File: config.mk
export PLATFORM = sky130hd
export DESIGN_NAME = sram_like_arbiter
export DESIGN_NICKNAME = d
export VERILOG_FILES = /design/src/rtl/sram_like_arbiter_pkg.sv /design/src/rtl/sram_like_arbiter_addr_map.sv /design/src/rtl/sram_like_arbiter.sv
export SDC_FILE = /design/constraint.sdc
export NUM_CORES = 1
export LEC_CHECK = 0
export ABC_AREA = 1
export BUFFER_PORTS_ARGS = -buffer_cell sky130_fd_sc_hd__buf_2
export CORE_MARGIN = 8
export CORE_UTILIZATION = 35
export CTS_CLUSTER_SIZE = 20
export DETAILED_ROUTE_END_ITERATION = 10
export PLACE_DENSITY = 0.74
export SLEW_MARGIN = 20
export SYNTH_ARGS = -nofsm -noshare
export SYNTH_HDL_FRONTEND = slang
export SYNTH_SLANG_ARGS = --single-unit
File: constraint.sdc
create_clock -name clk -period 4.03 [get_ports clk]
set_clock_uncertainty 0.15 [all_clocks]
set_input_delay 0.403 -clock clk [delete_from_list [all_inputs] [get_ports clk]]
set_output_delay 0.403 -clock clk [all_outputs]
set_load 0.05 [all_outputs]
File: src/rtl/sram_like_arbiter_pkg.sv
// rtl/sram_like_arbiter_pkg.sv - shared encodings for the SRAM-like port arbiter
package sram_like_arbiter_pkg;

  // Arbiter transaction phases: waiting for a grant, issuing, awaiting response
  typedef enum logic [1:0] {
    ST_IDLE = 2'd0,
    ST_ADDR = 2'd1,
    ST_DATA = 2'd2
  } state_e;

  // Transfer size encodings shared by both requester ports and the memory port
  localparam logic [1:0] SIZE_B = 2'd0;
  localparam logic [1:0] SIZE_H = 2'd1;
  localparam logic [1:0] SIZE_W = 2'd2;

  // Owner encodings for the single in-flight transaction
  localparam logic OWN_INST = 1'b0;
  localparam logic OWN_DATA = 1'b1;

  // kseg0/kseg1 are selected by VA[31:30]==2'b10; both alias the low 512 MB
  localparam logic [1:0]  KSEG01_SEL   = 2'b10;
  localparam logic [31:0] KSEG_PA_MASK = 32'h1FFF_FFFF;

endpackage

File: src/rtl/sram_like_arbiter_addr_map.sv
// rtl/sram_like_arbiter_addr_map.sv - fixed kseg0/kseg1 virtual to physical translation
module sram_like_arbiter_addr_map
  import sram_like_arbiter_pkg::*;
#(
  parameter bit EN = 1'b1
) (
  input  logic [31:0] vaddr_i,
  output logic [31:0] paddr_o
);

  // Unmapped segments drop VA[31:29]; everything else passes through untouched
  always_comb begin
    paddr_o = vaddr_i;
    if (EN && (vaddr_i[31:30] == KSEG01_SEL)) begin
      paddr_o = vaddr_i & KSEG_PA_MASK;
    end
  end

endmodule

File: src/rtl/sram_like_arbiter.sv
// rtl/sram_like_arbiter.sv - shares one single-outstanding SRAM-like port between fetch and data
module sram_like_arbiter
  import sram_like_arbiter_pkg::*;
#(
  parameter bit          ADDR_MAP_EN  = 1'b1,
  parameter int unsigned STARVE_LIMIT = 4
) (
  input  logic        clk,
  input  logic        resetn,

  input  logic        inst_req,
  input  logic        inst_wr,
  input  logic [1:0]  inst_size,
  input  logic [31:0] inst_addr,
  input  logic [31:0] inst_wdata,
  output logic        inst_addr_ok,
  output logic        inst_data_ok,
  output logic [31:0] inst_rdata,

  input  logic        data_req,
  input  logic        data_wr,
  input  logic [1:0]  data_size,
  input  logic [31:0] data_addr,
  input  logic [31:0] data_wdata,
  output logic        data_addr_ok,
  output logic        data_data_ok,
  output logic [31:0] data_rdata,

  output logic        mem_req,
  output logic        mem_wr,
  output logic [1:0]  mem_size,
  output logic [31:0] mem_addr,
  output logic [31:0] mem_wdata,
  input  logic        mem_addr_ok,
  input  logic        mem_data_ok,
  input  logic [31:0] mem_rdata
);

  localparam logic [3:0] STARVE_MAX = 4'(STARVE_LIMIT);

  state_e      state_q, state_d;
  logic        own_q, own_d;
  logic [3:0]  starve_cnt_q, starve_cnt_d;
  logic        wr_q, wr_d;
  logic [1:0]  size_q, size_d;
  logic [31:0] addr_q, addr_d;
  logic [31:0] wdata_q, wdata_d;

  logic        grant_inst;
  logic        grant_data;
  logic [31:0] win_vaddr;
  logic [31:0] win_paddr;
  logic        resp_fire;

  // Grant only from IDLE and never while reset is held, so addr_ok stays low in reset
  always_comb begin
    grant_inst = 1'b0;
    grant_data = 1'b0;
    if ((state_q == ST_IDLE) && resetn) begin
      if (data_req && !(inst_req && (starve_cnt_q == STARVE_MAX))) begin
        grant_data = 1'b1;
      end else if (inst_req) begin
        grant_inst = 1'b1;
      end
    end
  end

  assign win_vaddr = grant_data ? data_addr : inst_addr;

  sram_like_arbiter_addr_map #(
    .EN (ADDR_MAP_EN)
  ) u_addr_map (
    .vaddr_i (win_vaddr),
    .paddr_o (win_paddr)
  );

  // Next state, request latch on grant, and fetch starvation tracking
  always_comb begin
    state_d      = state_q;
    own_d        = own_q;
    starve_cnt_d = starve_cnt_q;
    wr_d         = wr_q;
    size_d       = size_q;
    addr_d       = addr_q;
    wdata_d      = wdata_q;
    case (state_q)
      ST_IDLE: begin
        if (grant_inst || grant_data) begin
          state_d = ST_ADDR;
          own_d   = grant_data ? OWN_DATA : OWN_INST;
          wr_d    = grant_data ? data_wr : inst_wr;
          size_d  = grant_data ? data_size : inst_size;
          addr_d  = win_paddr;
          wdata_d = grant_data ? data_wdata : inst_wdata;
          if (grant_data && inst_req) begin
            starve_cnt_d = (starve_cnt_q == STARVE_MAX) ? starve_cnt_q : starve_cnt_q + 4'd1;
          end else begin
            starve_cnt_d = '0;
          end
        end
      end
      ST_ADDR: begin
        if (mem_addr_ok) begin
          state_d = ST_DATA;
        end
      end
      ST_DATA: begin
        if (mem_data_ok) begin
          state_d = ST_IDLE;
        end
      end
      default: state_d = ST_IDLE;
    endcase
  end

  // State and latched request registers
  always_ff @(posedge clk or negedge resetn) begin
    if (!resetn) begin
      state_q      <= ST_IDLE;
      own_q        <= OWN_INST;
      starve_cnt_q <= '0;
      wr_q         <= 1'b0;
      size_q       <= SIZE_B;
      addr_q       <= '0;
      wdata_q      <= '0;
    end else begin
      state_q      <= state_d;
      own_q        <= own_d;
      starve_cnt_q <= starve_cnt_d;
      wr_q         <= wr_d;
      size_q       <= size_d;
      addr_q       <= addr_d;
      wdata_q      <= wdata_d;
    end
  end

  assign mem_req   = (state_q == ST_ADDR);
  assign mem_wr    = wr_q;
  assign mem_size  = size_q;
  assign mem_addr  = addr_q;
  assign mem_wdata = wdata_q;

  assign inst_addr_ok = grant_inst;
  assign data_addr_ok = grant_data;

  // A response only counts while a transaction is awaiting it; strays are dropped
  assign resp_fire    = (state_q == ST_DATA) && mem_data_ok;
  assign inst_data_ok = resp_fire && (own_q == OWN_INST);
  assign data_data_ok = resp_fire && (own_q == OWN_DATA);
  assign inst_rdata   = inst_data_ok ? mem_rdata : '0;
  assign data_rdata   = data_data_ok ? mem_rdata : '0;

endmodule

==> Yosys cells after proc, flatten, opt, wreduce, memory -nomap -nowiden <==
Cells that the tools add are included.
{ "word_totals": {"reg_bits": 74, "latchBits": 0, "mem_bits_rw": 0, "romBits": 0, "input_bits": 172, "output_inout_bits": 136, "word_cells": 49, "mem_count": 0} }
{ "classes": {"addsub": 1, "n_mul": 0, "n_div": 0, "magnitude_cmp": 0, "eq_ne": 8, "shifts": 0, "mux": 19, "bitwise": 1, "n_reduce_logical": 13} }
{ "op_table": {"columns": ["op", "count"], "rows": [
  ["$mux W32", 5],
  ["$mux W2", 4],
  ["$mux W4", 2],
  ["$logic_and A1 B1 Y1", 7],
  ["$mux W1", 7],
  ["$pmux W2 S3", 1],
  ["$reduce_and A3 Y1", 2],
  ["$add A4 B1 Y4 const B", 1],
  ["$eq A2 B2 Y1 const B", 2],
  ["$eq A4 B3 Y1 const B", 1],
  ["$ne A2 B1 Y1 const B", 2],
  ["$ne A2 B2 Y1 const B", 2],
  ["$eq A2 B1 Y1 const B", 1],
  ["$logic_not A2 Y1", 1],
  ["$reduce_and A2 Y1", 1],
  ["$logic_not A1 Y1", 1],
  ["$logic_or A1 B1 Y1", 1],
  ["$not A1 Y1", 1]
]} }

==> Logic depth before layout (Yosys ltp) <==
Gate-level depths: netlist (run 1).
{ "logic_depth": {"word_depth": 9, "mapped_depth": 12, "mapped_depth_nobuf": 12} }

==> Hierarchy <==
From an unflattened synthesis (run 1), not the netlist that was laid out.
{ "unflattened": {"hier_cells": 686, "area_unflattened_um2": 4531.8} }
{ "modules_own_cells": {"columns": ["module", "instances", "cells_per_inst", "area_per_inst_um2", "seq_area_each_um2"], "rows": [
  ["sram_like_arbiter", 1, 651, 4286.6, 1851.8],
  ["sram_like_arbiter_addr_map", 1, 35, 245.2, 0.0]
]} }

==> Worst setup path after synthesis (run 1) <==
No wires, ideal clock.
{ "synth_path": {"path_kind": "register to output", "from": "register state_q[0]", "to": "output data_rdata[10]", "t_arrival_ns": 2.342, "t_required_ns": 3.477, "path_slack_ns": 1.135, "stages_incl_launch_ff": 7, "n_path_buf": 1, "cell_sequence": "dfrtp_1 > inv_2 > nand3_1 > nor2_1 > inv_1 > clkbuf_1 > nor2_1"} }
{ "synth_between": {"elab_chain_cells": 4} }
{ "synth_lines": {"columns": ["item", "line_no", "rtl"], "rows": [
  ["from (decl)", "sram_like_arbiter.sv:41", "state_e state_q, state_d;"],
  ["from (signal assigned)", "sram_like_arbiter.sv:127", "state_q <= state_d;"],
  ["$eq A2 B2 Y1", "sram_like_arbiter.sv:147", "assign resp_fire = (state_q == ST_DATA) && mem_data_ok;"],
  ["$logic_and A1 B1 Y1", "sram_like_arbiter.sv:147", null],
  ["$logic_and A1 B1 Y1", "sram_like_arbiter.sv:149", "assign data_data_ok = resp_fire && (own_q == OWN_DATA);"],
  ["via data_data_ok", "sram_like_arbiter.sv:26", "output logic data_data_ok,"],
  ["$mux W32", "sram_like_arbiter.sv:151", "assign data_rdata = data_data_ok ? mem_rdata : '0;"],
  ["to (decl)", "sram_like_arbiter.sv:27", "output logic [31:0] data_rdata,"]
]} }
The timed path passes the listed nets, and every way through them passes these cells.

==> Worst setup path in the final report (run 1) <==
{ "layout_path": {"from": "register starve_cnt_q[0]", "to": "output data_addr_ok"} }
{ "layout_between": {"elab_chain_cells": 6} }
{ "layout_lines": {"columns": ["item", "line_no", "rtl"], "rows": [
  ["from (decl)", "sram_like_arbiter.sv:43", "logic [3:0] starve_cnt_q, starve_cnt_d;"],
  ["from (signal assigned)", "sram_like_arbiter.sv:129", "starve_cnt_q <= starve_cnt_d;"],
  ["$eq A4 B3 Y1", "sram_like_arbiter.sv:60", "if (data_req && !(inst_req && (starve_cnt_q == STARVE_MAX))) begin"],
  ["$logic_and A1 B1 Y1", "sram_like_arbiter.sv:60", null],
  ["$logic_not A1 Y1", "sram_like_arbiter.sv:60", null],
  ["$logic_and A1 B1 Y1", "sram_like_arbiter.sv:60", null],
  ["$mux W1", "sram_like_arbiter.sv:60", null],
  ["$mux W1", "sram_like_arbiter.sv:59", "if ((state_q == ST_IDLE) && resetn) begin"],
  ["to (decl)", "sram_like_arbiter.sv:25", "output logic data_addr_ok,"]
]} }
Every way passes these cells.

==> flow_summary.ini, run 1 <==
[status]
outcome = complete, no violations

[placement]
hpwl_mm = 11.73
gp_congestion = 0.8898
place_area_um2 = 5428
io_buffers = 307

[drt]
detail_route.wl_per_cell_um = 15.59
drc_errors = 0
vias = 4401
postRouteAntennaNets = 0
drt_iter0_drc = 384
drt_wl_total_mm = 14.98
viasPerCell = 4.580
dr.pass1.iters = 5

[critical_path]
cp-end-kind = output pin
required_ns = 3.48
cp_max_fo = 26
crit_chain = inv_1 > ha_1 > nand2_1 > inv_1 > nand2_2 > nand2_2 > nor2_4 > buf_2
arrival_ns = 2.23
cpPeakStageDelay_ns = 0.52
critical_path_class = reg -> out
crit_slowest_cell = nor2_4
critPathLaunchType = register

[clock_network]
htreeDepth = 3
postCtsSetupRepairBufs = 0
cts_root_buffer = clkbuf_8
cts_buffer_depth = 2
hold_buffers = 0
cts_resized = 0
clock_latency_ns = 0.34
clkSlewWorstSetupHoldPaths_ns = 0.08
clock_sinks = 74
cts_tree = built
cts_inserted_buffers = 9

[pwr]
p_leak_nw = 3.443
internal-power_mw = 1.967
seqPwrFrac_pct = 28.3
power.switching_mw = 2.452
power.density_nw_per_um2 = 782.7
netSwitchingFraction_pct = 55.48
clkPwrFrac_pct = 14.4
vdd_ir_drop_max_mv = 0.3545
comb_power_share_pct = 57.3

[yosys]
post_synth_instance_area_um2 = 3861
ys_seq_area_share_pct = 47.96
synth_cell_types = 24
synth_nets = 698
syn_avg_cell_area_um2 = 7.369
synth_warnings = 0
ys_ff_latch = 74
netlist_instances = 524

[timing]
rsz0062_at_grt = no
slew_headroom_pct = 37.51
holdWs_ns = 0.007517
tightest_slew_ns = 0.9363
fin_crit_ns = 2.783
drv_slew = 0
min_period_over_period_pct = 69.05
setup_tns_ns = 0
hold_viol_final = 0
setup_viol = 0
fmax_mhz = 359.4

[global_routing]
grtUsageTotal_pct = 19.56
grt_pass1_wl_mm = 22.98
grt_overflow = 0
antenna_found_initial = 0
grt_max_degree = 72
first_global_vias = 4378

[final_layout]
nets = 990
drive_gt1_share_pct = 41.53
fin_area_um2 = 5645
layout_common_cells = 306 x buf_2, 176 x nand2_1, 107 x nand3_1, 74 x dfrtp_1, 67 x nor2_1
final_common_cell = buf_2
antenna_cells = 0
fillers = 1097
area.growth.synth_to_final_pct = 46.21

[job]
cap_viol_max_count = 0

[floorplan]
die_area_um2 = 14650
core_region_area_um2 = 10790
start_util_pct = 35.78
ios = 308
die_width_um = 121.0
core.rowCount = 38
floorplan.die.height_um = 121.0

[min_path]
hp-class = in -> async
[per-stage QoR]
step,total power [mW],instances,worst slack (ns),utilization (%)
2_1_floorplan,3.184,524,1.135,-
3_3_place_gp,3.794,945,1.609,50.29
3_5_place_dp,3.820,945,1.567,50.29
4_1_cts,4.472,961,1.187,52.31
5_1_grt,4.689,961,1.048,52.31
6_report,4.419,961,1.247,52.31
[metal layers]
metal | share of wire (%) | global-route usage (%) | vias up
li1 | - | - | 2217
met1 | 40 | 24.16 | 1986
met2 | 51 | 33.37 | 184
met3 | 7.2 | 4.886 | 14
met4 | 1.2 | 4.840 | 0
met5 | 0 | 0 | -
[sequential cells by signal, indices dropped and copies added, names as in the netlist]
register      flops
mem_addr         32
mem_size          2
mem_wdata        32
mem_wr            1
own_q             1
starve_cnt_q      4
state_q           2
[path summary, 6_finish.rpt]
kind	startpoint	end	slack [ns]	cells after the start
worst max-delay path	starve_cnt_q[0]	data_addr_ok	1.25	8
worst min-delay path	resetn	mem_wr	0.008	2
worst max register to register	starve_cnt_q[0]	state_q[0]	1.63	9
worst min register to register	mem_addr[25]	mem_addr[25]	0.33	2
max in group asynchronous	resetn	starve_cnt_q[2]	2.87	3
min in group clk	mem_addr_ok	state_q[0]	0.11	2
[final cells by class]
type	instances	area [um2]	area share, %
sequential	74	1852	32.80
multi-input combinational	372	1637	28.99
timing repair buffer	311	1582	28.01
inverter	48	182.7	3.236
tap	140	175.2	3.103
clock buffer	9	123.9	2.194
clock inverter	7	93.84	1.662
[synthesized netlist by cell type (all sizes together)]
master	number	share of area, %
o31ai	2	0.39
ha	2	0.65
nand4	2	0.32
nand2	179	18
o22ai	1	0.16
inv	48	4.7
nor2	70	7.1
o21ai	5	0.65
dfrtp	74	48
xnor2	1	0.23
xor2	1	0.23
nand3	109	15
buf	20	4.1
clkbuf	10	0.97
[critical path, delay by kind of cell (launching register included)]
kind	cells	cell delay (ns)
flops	1	0.41
fa+ha+maj	1	0.19
buf+inv	3	0.50
simple gates	4	0.77
[power groups by stage]
stage               clock network (mW)  logic (mW)  registers [mW]
CTS                              0.659        2.56            1.25
finish                           0.636        2.53            1.25
global route                     0.692        2.70            1.30
floorplan                            0       0.847            2.34
detailed placement                   0        2.56            1.26
global placement                     0        2.54            1.25
[logic make-up after synthesis]
kind of cell | count (synthesis) | synth area share [%]
AOI/OAI and AO/OA | 8 | 1.199
xor gates and xnor gates | 2 | 0.4537
adders and majority gates | 2 | 0.6480
buffers and inverters | 78 | 9.786
DFF | 74 | 47.96
and+or+nand+nor | 360 | 39.95
Note: power is estimated with default switching activity, not from simulation.
==> inputs of run 2 (changes only) <==
==> constraint.sdc (replaced) <==
create_clock -name clk -period 2.71 [get_ports clk]
set_clock_uncertainty 0.15 [all_clocks]
set_input_delay 0.271 -clock clk [delete_from_list [all_inputs] [get_ports clk]]
set_output_delay 0.271 -clock clk [all_outputs]
set_load 0.05 [all_outputs]
==> flow_summary.ini, run 2 (synthesized netlist as in run 1, its figures left out) <==
[status]
outcome = finished, violations left
violations = negative hold slack

[placement]
gp_congestion = 0.8988
hpwl_mm = 11.63
io_buffers = 307
pre_cts_slack_ns = 0.5848

[drt]
drc_errors = 0
dr.pass1.iters = 5
drt_iter0_drc = 427
drt_wl_total_mm = 16.92
postRouteAntennaNets = 0
detail_route.wl_per_cell_um = 15.96
viasPerCell = 4.636
vias = 4914

[pwr]
power.density_nw_per_um2 = 1062
p_leak_nw = 3.878
vdd_ir_drop_max_mv = 0.6591

[critical_path]
cpPeakStageDelay_ns = 0.54
cp-end-kind = output pin
worst-path-buf-inv = 5
cp_num_cells = 8
required_ns = 2.29
r2r_end = mem_addr[16]
cpLargestDelayFamily = buffers and inverters
arrival_ns = 2.20
critical_path_class = in -> out
rrSetupSlack_ns = 0.18
r2r_cells = 11
cp_max_fo = 16
crit_slowest_cell = dlygate4sd3_1
crit_chain = dlygate4sd3_1 > buf_2 > nand3_1 > nor2_1 > clkinvlp_4 > buf_4 > nor2_1 > buf_2
reg2reg_from = starve_cnt_q[0]
critPathLaunchType = input pin

[timing]
worst_slack_ns = 0.08526
setup_viol = 0
slew_headroom_pct = 36.59
drv_slew = 0
tightest_slew_ns = 0.9501
hold_viol_final = 2
fin_crit_ns = 2.625
fmax_mhz = 381.0
min_period_over_period_pct = 96.85
holdWs_ns = -0.0004244
rsz0062_at_grt = yes

[final_layout]
final_common_cell = buf_2
post-route-util_pct = 61.04
layout_common_cells = 306 x buf_2, 176 x nand2_1, 107 x nand3_1, 90 x dlygate4sd3_1, 74 x dfrtp_1
drive_gt1_share_pct = 38.08
area.growth.synth_to_final_pct = 70.61
fillers = 946
nets = 1088

[min_path]
hp-class = in -> async

[floorplan]
floorplan.die.height_um = 121.0
die_area_um2 = 14650
core_region_area_um2 = 10790
start_util_pct = 35.78
die_width_um = 121.0
core.rowCount = 38
ios = 308

[clock_network]
clock_sinks = 74
cts_root_buffer = clkbuf_8
clock_latency_ns = 0.35
cts_inserted_buffers = 9
cts_buffer_depth = 2
htreeDepth = 3
clkSlewWorstSetupHoldPaths_ns = 0.08
cts_tree = built

[global_routing]
first_global_vias = 4867
grtUsageTotal_pct = 21.98
antenna_found_initial = 1
grt_max_degree = 75
grt_overflow = 0
grt_pass1_wl_mm = 25.62

[job]
cap_viol_max_count = 0
==> run 2: per-stage QoR <==
step                TNS, ns  cells  instance area, um2  power, mW
finish                    0   1060                6588      6.999
global route        -0.1448   1060                6588      7.384
CTS                       0   1055                6549      6.979
detailed placement        0    949                5445      5.699
global placement          0    949                5445      5.663
floorplan            -3.173    524                3861      4.735
==> run 2: how the worst max path moves through the flow <==
stage / endpoint / slack [ns] / from
3_5_place_dp: inst_rdata[14] / 0.58 / state_q[0]
6_report: inst_rdata[26] / 0.09 / mem_data_ok
3_3_place_gp: inst_rdata[14] / 0.59 / state_q[0]
5_1_grt: data_rdata[18] / -0.02 / mem_data_ok
4_1_cts: inst_rdata[14] / 0.07 / mem_data_ok
2_1_floorplan: data_rdata[10] / -0.05 / state_q[0]
==> run 2: routing by layer <==
metal	part of all wire (%)	vias to the layer above	global-route usage (%)
li1	-	2414	-
met1	38	2257	26.52
met2	52	213	37.72
met3	7.8	30	4.467
met4	2.3	0	8.275
met5	0	-	0
==> run 2: layout make-up <==
class                   instances  area (um2)  share of cell area [%]
well taps                     140       175.2                   2.659
repair buffers                408        2522                   38.29
inverters                      48       188.9                   2.868
flip-flops and latches         74        1852                   28.11
clock inverters                 6       65.06                  0.9877
multi-input cells             372        1637                   24.84
repair inverters                1       7.507                  0.1140
diodes                          1       2.502                 0.03799
clock buffers                  10       137.6                   2.089
==> run 2: power by group <==
group / leakage, nW / total (mW) / internal (mW) / switching [mW]
combinational: 2.85 / 4.24 / 1.16 / 3.08
sequential: 0.930 / 1.87 / 1.60 / 0.273
clock: 0.103 / 0.886 / 0.452 / 0.434
total: 3.88 / 7.00 / 3.21 / 3.79
==> run 2: what timing repair did <==
| item | 4_1_cts | 5_1_grt |
|---|---|---|
| endpoints found under the hold margin | 61 | 0 |
| gates resized for setup | 0 | 3 |
| buffers inserted | 0 | 3 |
| setup endpoints to repair | 0 | 26 |
| hold buffers | 90 | 0 |
